## src/rtl/stg_if_fq.sv

```systemverilog
// Instruction fetch stage: credit-limited word fetches into an in-order queue whose head feeds decode.
// Define STG_IF_PERF_EN to add saturating fetched/bubble performance counters.
`ifndef SIZE_ADDR
`define SIZE_ADDR 24
`endif
`ifndef SIZE_DATA
`define SIZE_DATA 32
`endif

module stg_if_fq #(
  parameter int unsigned           FQ_DEPTH  = 4,
  parameter int unsigned           MAX_OUTST = 2,
  parameter logic [`SIZE_ADDR-1:0] RESET_PC  = '0
) (
  input  logic                  iw_clk,
  input  logic                  iw_rst_n,
  output logic                  ow_mem_req,
  output logic [`SIZE_ADDR-1:0] ow_mem_addr,
  input  logic                  iw_mem_gnt,
  input  logic                  iw_mem_rvalid,
  input  logic [`SIZE_DATA-1:0] iw_mem_rdata,
  output logic [`SIZE_ADDR-1:0] ow_pc,
  output logic [`SIZE_DATA-1:0] ow_instr,
  output logic                  ow_valid,
  input  logic                  iw_stall,
  input  logic                  iw_flush,
  input  logic [`SIZE_ADDR-1:0] iw_flush_pc
`ifdef STG_IF_PERF_EN
  ,
  output logic [31:0]           ow_perf_fetched,
  output logic [31:0]           ow_perf_bubble
`endif
);

  localparam int unsigned AW = `SIZE_ADDR;
  localparam int unsigned DW = `SIZE_DATA;
  localparam int unsigned PW = $clog2(FQ_DEPTH);
  localparam int unsigned CW = $clog2(FQ_DEPTH + 1);
  localparam logic [CW:0]   DEPTH_C = (CW + 1)'(FQ_DEPTH);
  localparam logic [CW-1:0] MAX_C   = CW'(MAX_OUTST);

  logic [AW-1:0] entry_pc_q    [FQ_DEPTH];
  logic [DW-1:0] entry_instr_q [FQ_DEPTH];
  logic [PW-1:0] rd_ptr_q, rd_ptr_d, wr_ptr_q, wr_ptr_d;
  logic [CW-1:0] occ_q, occ_d, outst_q, outst_d, drop_q, drop_d;
  logic [AW-1:0] fetch_pc_q, fetch_pc_d, resp_pc_q, resp_pc_d;
  logic          run_q;

  logic [CW:0] credit_sum;
  logic        fq_valid, accept, resp, push, pop;

  // run_q keeps the request low in the first cycle after reset release.
  assign credit_sum = {1'b0, occ_q} + {1'b0, outst_q};
  assign ow_mem_req = run_q && !iw_flush && (credit_sum < DEPTH_C) &&
                      (outst_q < MAX_C) && (drop_q == '0);
  assign ow_mem_addr = fetch_pc_q;

  assign fq_valid = (occ_q != '0);
  assign accept   = ow_mem_req && iw_mem_gnt;
  assign resp     = iw_mem_rvalid && (outst_q != '0);
  assign push     = resp && (drop_q == '0) && !iw_flush;
  assign pop      = fq_valid && !iw_stall && !iw_flush;

  assign ow_valid = fq_valid;
  assign ow_pc    = fq_valid ? entry_pc_q[rd_ptr_q] : '0;
  assign ow_instr = fq_valid ? entry_instr_q[rd_ptr_q] : '0;

  always_comb begin
    rd_ptr_d   = rd_ptr_q;
    wr_ptr_d   = wr_ptr_q;
    occ_d      = occ_q;
    outst_d    = outst_q;
    drop_d     = drop_q;
    fetch_pc_d = fetch_pc_q;
    resp_pc_d  = resp_pc_q;

    if (accept && !resp) begin
      outst_d = outst_q + CW'(1);
    end else if (!accept && resp) begin
      outst_d = outst_q - CW'(1);
    end

    if (iw_flush) begin
      // Everything still in flight must be swallowed before refetching.
      rd_ptr_d   = '0;
      wr_ptr_d   = '0;
      occ_d      = '0;
      drop_d     = resp ? outst_q - CW'(1) : outst_q;
      fetch_pc_d = iw_flush_pc;
      resp_pc_d  = iw_flush_pc;
    end else begin
      if (resp && (drop_q != '0)) begin
        drop_d = drop_q - CW'(1);
      end
      if (accept) begin
        fetch_pc_d = fetch_pc_q + AW'(1);
      end
      if (push) begin
        wr_ptr_d  = wr_ptr_q + PW'(1);
        resp_pc_d = resp_pc_q + AW'(1);
      end
      if (pop) begin
        rd_ptr_d = rd_ptr_q + PW'(1);
      end
      if (push && !pop) begin
        occ_d = occ_q + CW'(1);
      end else if (!push && pop) begin
        occ_d = occ_q - CW'(1);
      end
    end
  end

  always_ff @(posedge iw_clk or negedge iw_rst_n) begin
    if (!iw_rst_n) begin
      rd_ptr_q   <= '0;
      wr_ptr_q   <= '0;
      occ_q      <= '0;
      outst_q    <= '0;
      drop_q     <= '0;
      fetch_pc_q <= RESET_PC;
      resp_pc_q  <= RESET_PC;
      run_q      <= 1'b0;
      for (int i = 0; i < int'(FQ_DEPTH); i++) begin
        entry_pc_q[i]    <= '0;
        entry_instr_q[i] <= '0;
      end
    end else begin
      rd_ptr_q   <= rd_ptr_d;
      wr_ptr_q   <= wr_ptr_d;
      occ_q      <= occ_d;
      outst_q    <= outst_d;
      drop_q     <= drop_d;
      fetch_pc_q <= fetch_pc_d;
      resp_pc_q  <= resp_pc_d;
      run_q      <= 1'b1;
      if (push) begin
        entry_pc_q[wr_ptr_q]    <= resp_pc_q;
        entry_instr_q[wr_ptr_q] <= iw_mem_rdata;
      end
    end
  end

`ifdef STG_IF_PERF_EN
  logic [31:0] perf_fetched_q, perf_bubble_q;

  always_ff @(posedge iw_clk or negedge iw_rst_n) begin
    if (!iw_rst_n) begin
      perf_fetched_q <= '0;
      perf_bubble_q  <= '0;
    end else begin
      if (pop && (perf_fetched_q != '1)) begin
        perf_fetched_q <= perf_fetched_q + 32'd1;
      end
      if (!fq_valid && !iw_stall && !iw_flush && (perf_bubble_q != '1)) begin
        perf_bubble_q <= perf_bubble_q + 32'd1;
      end
    end
  end

  assign ow_perf_fetched = perf_fetched_q;
  assign ow_perf_bubble  = perf_bubble_q;
`else
  // Default build carries no performance counters.
`endif

endmodule

```

## config.mk

```make
export PLATFORM = sky130hd
export DESIGN_NAME = stg_if_fq
export DESIGN_NICKNAME = d
export VERILOG_FILES = /design/src/rtl/stg_if_fq.sv
export SDC_FILE = /design/constraint.sdc
export NUM_CORES = 1
export LEC_CHECK = 0
export CORE_MARGIN = 3
export CORE_UTILIZATION = 57
export DETAILED_ROUTE_END_ITERATION = 10
export PLACE_DENSITY = 0.8
export SLEW_MARGIN = 20
export SYNTH_ARGS = -nofsm -noshare
export SYNTH_HDL_FRONTEND = slang
export SYNTH_SLANG_ARGS = --single-unit
```

## constraint.sdc

```tcl
create_clock -name iw_clk -period 2.69 [get_ports iw_clk]
set_clock_uncertainty 0.05 [all_clocks]
set_input_delay 0.538 -clock iw_clk [delete_from_list [all_inputs] [get_ports iw_clk]]
set_output_delay 0.538 -clock iw_clk [all_outputs]
set_load 0.1 [all_outputs]
```

==> metrics.csv, run 1 <==
stage;metric;value;unit
outcome;status;finished, violations left;
outcome;violations;negative setup slack;
die;die_h;160;um
yosys;synthesis.area;13500;um2
critical_path;end_kind;output pin;
critical_path;reg2reg_from;occ_q[2];
clocking;cts_max_level;1;
critical_path;start_kind;flip-flop;
pwr;ir_worst_vdd;0.726;mV
sta;hold_viol_final;0;
grt;grt_use_met2;0.411;
route;drt_wl_total;32100;um
clocking;cts_buffer_depth;3;
grt;antenna_found_initial;0;
route;dr.pass1.iters;5;
run;maxCapViolations;0;
placed_design;dp_hpwl;20200;um
critical_path;max_stage_delay;0.57;ns
final_layout;drive_gt1_frac;0.418;
yosys;synthSimpleGateAreaFrac;0.0994;
yosys;synth_compound_area_frac;0.0367;
yosys;synth_fa_ha_area_frac;0.0144;
clocking;path_clk_slew;0.06;ns
critical_path;arrival;2.20;ns
grt;top_usage_layer;met2;
yosys;ys_ff_latch;286;
die;core_area;23000;um2
sta;fin_hold_ws;0.434;ns
yosys;synth_fp_nets;1109;
critical_path;r2r-end;ow_mem_addr[20];
critical_path;critPathKind;flip-flop to output pin;
hold_path;hold_depth;2;
grt;grt_use_met1;0.347;
yosys;syn_inst;1032;
critical_path;critPathSlowestCell;dfrtp_4;
final_layout;fillers;1347;
route;via_per_inst;5.92;
hold_path;hp-start;entry_pc_q[59];
final_layout;synthToLayoutAreaGrowth;31.3;%
placed_design;dp_slack;0.122;ns
sta;worst_pin_slew;0.701;ns
die;die_x;160;um
grt;grt_usage;0.247;
final_layout;antennaDiodeCount;0;
grt;grt_pass1_vias;9675;
route;drt-initial-drc-count;636;
yosys;yosys-top-cells-area;dfrtp_1 (53%), mux2_2 (16%), mux4_2 (9.3%);
sta;min_period_over_period;1.04;
sta;setup_viol;57;
clocking;clock_sinks;286;
route;ant_nets;0;
sta;rsz0062_at_grt;yes;
critical_path;worst-r2r-cell-count;8;
grt;grt_first_pass_wirelength;51700;um
yosys;synth_top_family_by_area;multiplexers;
placed_design;port_buffers;143;
yosys;ys_seq_area_frac;0.528;
clocking;numCtsBuffers;29;
die;num_io_pins;144;
yosys;async_flop_share;1.00;
pwr;total_power;20.3;mW
critical_path;worst-r2r-setup-slack;0.18;ns
die;start_util;0.589;
grt;grt_max_degree;70;
clocking;cts_tree;yes;
yosys;synth_top_area_cell;dfrtp_1;
sta;max_freq;0.358;GHz
yosys;synth_edf_count;0;
pwr;p_leak;8.00;nW
critical_path;cp_cell_sequence;clkbuf_16 > mux4_2 > nor2b_4 > buf_12;
placed_design;placed_area;16400;um2
placed_design;gp_congestion;0.891;
route;drc;0;
sta;slew_headroom;0.532;
final_layout;num-nets-final;1266;
clocking;cts_root_buffer;clkbuf_16;
route;routed_wire_length_per_instance;21.1;um
sta;setup_ws;-0.101;ns
yosys;yosys-mux-area-fraction;0.272;
die;die_area;25700;um2
pwr;power_density;1140;nW/um2
grt;gr-total-overflow;0;
critical_path;cp.required;2.10;ns
clocking;clk_latency;0.54;ns
critical_path;crit_path_max_fanout;12;
yosys;ys_warn_count;0;
hold_path;hold_end;entry_pc_q[59];
grt;use_met3;0.0412;
route;vias;9028;
yosys;ys_types;50;
die;rows;55;
final_layout;fin_area;17800;um2
yosys;netlist.area_leader.share;0.528;
hold_path;hold_path.class;flip-flop to flip-flop;
sta;slew_viol_final;0;
yosys;synth_area_per_cell;13.1;um2
yosys;synth_xor_area_frac;0.0239;
sta;fin_crit;2.79;ns
yosys;synthFlopType;dfrtp_1;
-- sequential cells by signal (all words and copies together), names as in the netlist --
register,count
occ_q,3
ow_mem_addr,24
outst_q,3
wr_ptr_q,2
run_q,1
entry_instr_q,128
resp_pc_q,24
entry_pc_q,96
drop_q,3
rd_ptr_q,2
-- per-stage QoR --
step / std cells / TNS, ns / utilization
after floorplan: 1032 / -0.0190 / -
after detailed placement: 1461 / 0 / 0.714
final: 1525 / -3.45 / 0.774
after CTS: 1517 / -2.05 / 0.768
after global routing: 1525 / -6.34 / 0.774
after global placement: 1461 / 0 / 0.714
-- report_power, final --
part | total [mW] | switching [mW] | leakage (nW) | internal (mW)
Clock | 4.42 | 1.68 | 0.522 | 2.74
Combinational | 10.3 | 5.96 | 3.68 | 4.34
Sequential | 5.58 | 0.553 | 3.79 | 5.03
-- cells in the mapped netlist, types with 12 or more instances --
| master | number |
|---|---|
| dfrtp_1 | 286 |
| mux2_2 | 196 |
| nand2_1 | 75 |
| nor2b_1 | 58 |
| mux4_2 | 56 |
| o21ai_0 | 42 |
| clkbuf_1 | 29 |
| nand3_1 | 29 |
| xnor2_1 | 26 |
| buf_1 | 25 |
| inv_1 | 24 |
| nor2_1 | 21 |
| mux2_1 | 19 |
| ha_1 | 14 |
| nor3_1 | 14 |
| o211ai_1 | 12 |
-- logic make-up after synthesis --
family / count (synthesis)
AO/OA/AOI/OAI: 83
multiplexers: 271
flip-flops: 286
XOR/XNOR: 37
AND/OR/NAND/NOR: 252
buffers and inverters: 87
adder cells (fa/ha/maj): 15
other: 1
-- cell usage in the layout, fill, tap and decap left out, types with 3 or more instances in the layout --
master and n:
mux4_2 56, and3_1 10, xor2_1 11, o211ai_1 12, clkdlybuf4s50_1 59, nor4_1 11
nand2_2 4, nand3_1 29, nor3_1 12, nand4_1 11, nand3b_1 4, nor2_1 21
buf_12 72, o311ai_0 4, nor2b_4 56, clkbuf_8 3, a31oi_1 3, o21ai_0 42
clkinv_2 8, clkbuf_1 3, a21oi_1 11, bufinv_16 7, a211oi_1 4, mux2_1 19
inv_1 24, clkbuf_16 33, dfrtp_1 283, xnor2_1 26, nand2_1 71, ha_1 13
mux2_2 196, or3_1 3, buf_4 47
-- critical path: cells and delay by family, from the launching register on --
kind,cells,cell delay [ns]
flops,1,0.57
simple gates,1,0.15
buf+inv,2,0.42
mux,1,0.52
-- layout make-up --
type | count | area, um2 | area share
clock buffers | 35 | 778 | 0.0437
clock inverters | 19 | 283 | 0.0159
repair buffers | 189 | 2590 | 0.146
flip-flops and latches | 286 | 7160 | 0.403
well taps | 313 | 392 | 0.0220
multi-input cells | 659 | 6500 | 0.365
inverters | 24 | 90.1 | 0.00506
-- layer usage --
layer / vias up / wire length, um
met5: - / 0
met4: 0 / 502
met3: 43 / 2090
met2: 338 / 15800
met1: 4594 / 13700
li1: 4053 / -
-- repair_timing --
item,4_1_cts,5_1_grt
endpoints found under the setup margin,42,59
hold buffers,1,0
pin swaps,2,1
gates resized for setup,31,5
endpoints found under the hold margin,65,0
gates cloned,0,4
buffers inserted,1,4
-- worst max-delay path by stage --
stage / cells after the start / from / slack, ns / end
3_3_place_gp: 6 / iw_mem_rvalid / 0.17 / resp_pc_q[10]
3_5_place_dp: 6 / iw_mem_rvalid / 0.12 / resp_pc_q[10]
6_report: 4 / rd_ptr_q[0] / -0.10 / ow_pc[1]
4_1_cts: 5 / occ_q[2] / -0.09 / ow_mem_req
2_1_floorplan: 5 / rd_ptr_q[0] / -0.02 / ow_instr[22]
5_1_grt: 5 / outst_q[2] / -0.17 / ow_mem_req
No activity file was read; power rests on OpenSTA's default activity.
==> run 2: changes to the inputs <==
CAP_MARGIN = 20   (was default)
==> results of run 2 <==
Final layout, timing and power as in run 1 (identical DEF).
==> run 3: changes to the inputs <==
GPL_TIMING_DRIVEN = 0   (was default)
==> metrics.csv, run 3 (synthesis gave the netlist of run 1 again) <==
stage;metric;value;unit;change
route;dr.pass1.iters;5;;unchanged
sta;slew_viol_final;0;;unchanged
run;maxCapViolations;0;;unchanged
sta;hold_viol_final;0;;unchanged
pwr;ir_worst_vdd;0.774;mV;+6.6%
placed_design;gp_congestion;0.911;;+2.2%
grt;grt_first_pass_wirelength;57000;um;+10%
clocking;cts_max_level;1;;unchanged
die;die_x;160;um;unchanged
sta;worst_pin_slew;0.996;ns;+0.295 ns
critical_path;worst-r2r-setup-slack;0.11;ns;-0.07 ns
critical_path;critPathSlowestCell;mux4_2;;
final_layout;synthToLayoutAreaGrowth;34.5;%;
route;via_per_inst;6.03;;+1.9%
route;drc;0;;unchanged
route;routed_wire_length_per_instance;23.1;um;+9.6%
final_layout;mostFrequentLayoutCells;dfrtp_1 (284), mux2_2 (196), nand2_1 (74), buf_12 (68), clkdlybuf4s50_1 (59);;
die;rows;55;;unchanged
final_layout;fin_area;18200;um2;+2.4%
hold_path;hold_path.class;flip-flop to flip-flop;;
outcome;violations;negative setup slack;;
route;vias;9523;;+5.5%
clocking;path_clk_slew;0.06;ns;about the same
critical_path;cp.required;2.10;ns;about the same
hold_path;hold_end;entry_pc_q[74];;
final_layout;largest_reg_flops;128;;unchanged
clocking;cts_tree;yes;;
critical_path;start_kind;flip-flop;;
critical_path;crit_path_max_fanout;4;;-8
clocking;cts_buffer_depth;3;;unchanged
route;ant_nets;0;;unchanged
critical_path;reg2reg_from;occ_q[2];;
placed_design;port_buffers;143;;unchanged
critical_path;cp_common_cell;buf_12;;
hold_path;hp-start;entry_pc_q[74];;
sta;setup_ws;-0.140;ns;-0.0388 ns
critical_path;end_kind;output pin;;
clocking;clk_latency;0.55;ns;about the same
placed_design;dp_hpwl;21500;um;+6.6%
final_layout;antennaDiodeCount;0;;unchanged
sta;rsz0062_at_grt;yes;;
sta;setup_viol;49;;-14%
pwr;power_density;1150;nW/um2;+1.1%
route;drt-initial-drc-count;641;;+0.79%
critical_path;cp_top_family;buffers and inverters;;
final_layout;final_common_cell;dfrtp_1;;
hold_path;hold_depth;1;;-1
clocking;cts_root_buffer;clkbuf_16;;
die;start_util;0.589;;unchanged
final_layout;final_util;0.793;;+0.0185
die;die_area;25700;um2;unchanged
sta;min_period_over_period;1.05;;+0.0144
critical_path;worst-r2r-cell-count;6;;-2
critical_path;path_buf_inv;4;;+2
route;drt_wl_total;36500;um;+14%
grt;grt_pass1_vias;10259;;+6.0%
clocking;clock_sinks;286;;unchanged
final_layout;num-nets-final;1322;;+4.4%
final_layout;drive_gt1_frac;0.412;;-0.00599
die;core_area;23000;um2;unchanged
pwr;p_leak;8.22;nW;+2.7%
die;num_io_pins;144;;unchanged
grt;gr-total-overflow;0;;unchanged
sta;slew_headroom;0.339;;-0.193
outcome;status;finished, violations left;;
critical_path;arrival;2.24;ns;+0.04 ns
clocking;numCtsBuffers;30;;+3.4%
final_layout;top_register;entry_instr_q;;
final_layout;reg_top3;entry_instr_q x128, entry_pc_q x96;;
critical_path;critPathKind;flip-flop to output pin;;
grt;antenna_found_initial;0;;unchanged
placed_design;dp_slack;-1.70;ns;-1.82 ns
critical_path;max_stage_delay;0.53;ns;-0.04 ns
critical_path;r2r-end;ow_mem_addr[3];;
sta;max_freq;0.353;GHz;-1.4%
die;die_h;160;um;unchanged
placed_design;placed_area;15700;um2;-4.1%
grt;grt_max_degree;86;;+23%
critical_path;cp_cell_sequence;buf_12 > buf_12 > buf_16 > mux4_2 > nor2b_4 > buf_12;;
sta;fin_crit;2.83;ns;+0.0388 ns
grt;grt_usage;0.279;;+0.0320
-- run 3: changes by cell type in the layout (fill, tap and decap cells not counted), sizes merged --
cell and change:
buf +8, clkbuf +32, dlygate4sd2 +23, bufinv -6, inv -1, clkinv -2
clkinvlp -2, dlymetal6s2s +2
-- run 3: repair_timing --
action,in CTS,in global routing
endpoints found under the setup margin,302,296
endpoints found under the hold margin,56,0
hold buffers,1,0
pin swaps,2,1
resized for setup,664,48
buffers inserted,21,12
gates cloned,6,3
-- run 3: cell type report --
class,count,area (um2)
Timing Repair Buffer,184,2540
Tap cell,313,392
Clock buffer,45,908
Multi-Input combinational cell,659,6570
Sequential cell,286,7160
Buffer,60,492
Fill cell,1263,4770
Clock inverter,8,68.8
Inverter,24,92.6
-- run 3: worst reg2reg max path, cell delays in order, from the launching register on --
cell and delay (ns):
dfrtp_2 0.41, ha_1 0.30, or3b_4 0.41, nor4_2 0.53
nor2_1 0.34, o21ai_0 0.25, o311ai_0 0.15
-- run 3: how the worst max path moves through the flow --
stage,to,start,cells after the start,slack [ns]
2_1_floorplan,ow_instr[22],rd_ptr_q[0],5,-0.02
3_3_place_gp,ow_mem_addr[20],iw_rst_n,1,-11.17
3_5_place_dp,ow_instr[4],occ_q[0],5,-1.70
4_1_cts,ow_instr[19],rd_ptr_q[0],7,-0.16
5_1_grt,ow_mem_req,outst_q[2],5,-0.20
6_report,ow_instr[25],rd_ptr_q[0],6,-0.14
-- run 3: metrics by stage --
step / power (mW) / cells / setup TNS [ns] / hold WS, ns
final: 21.0 / 1579 / -3.91 / 0.443
after floorplan: 12.1 / 1032 / -0.0190 / 0.192
after global placement: 13.8 / 1488 / -3327.84 / 0.407
after CTS: 20.4 / 1570 / -4.12 / 0.432
after detailed placement: 13.9 / 1491 / -152.69 / 0.419
after global routing: 21.7 / 1579 / -5.78 / 0.451
-- run 3: where the power goes --
group	internal [mW]	total, mW	switching [mW]
sequential	5.02	5.56	0.536
combinational	5.01	11.3	6.32
clock	2.41	4.11	1.70
-- run 3: per-layer routing --
layer  part of all wire  wire (um)  track usage  vias up
met5                  0          0            0        -
met2               0.52      18900        0.489      358
met4              0.023        832       0.0750        0
met3              0.051       1850       0.0374       65
li1                   -          -            -     4166
met1               0.41      14800        0.371     4934
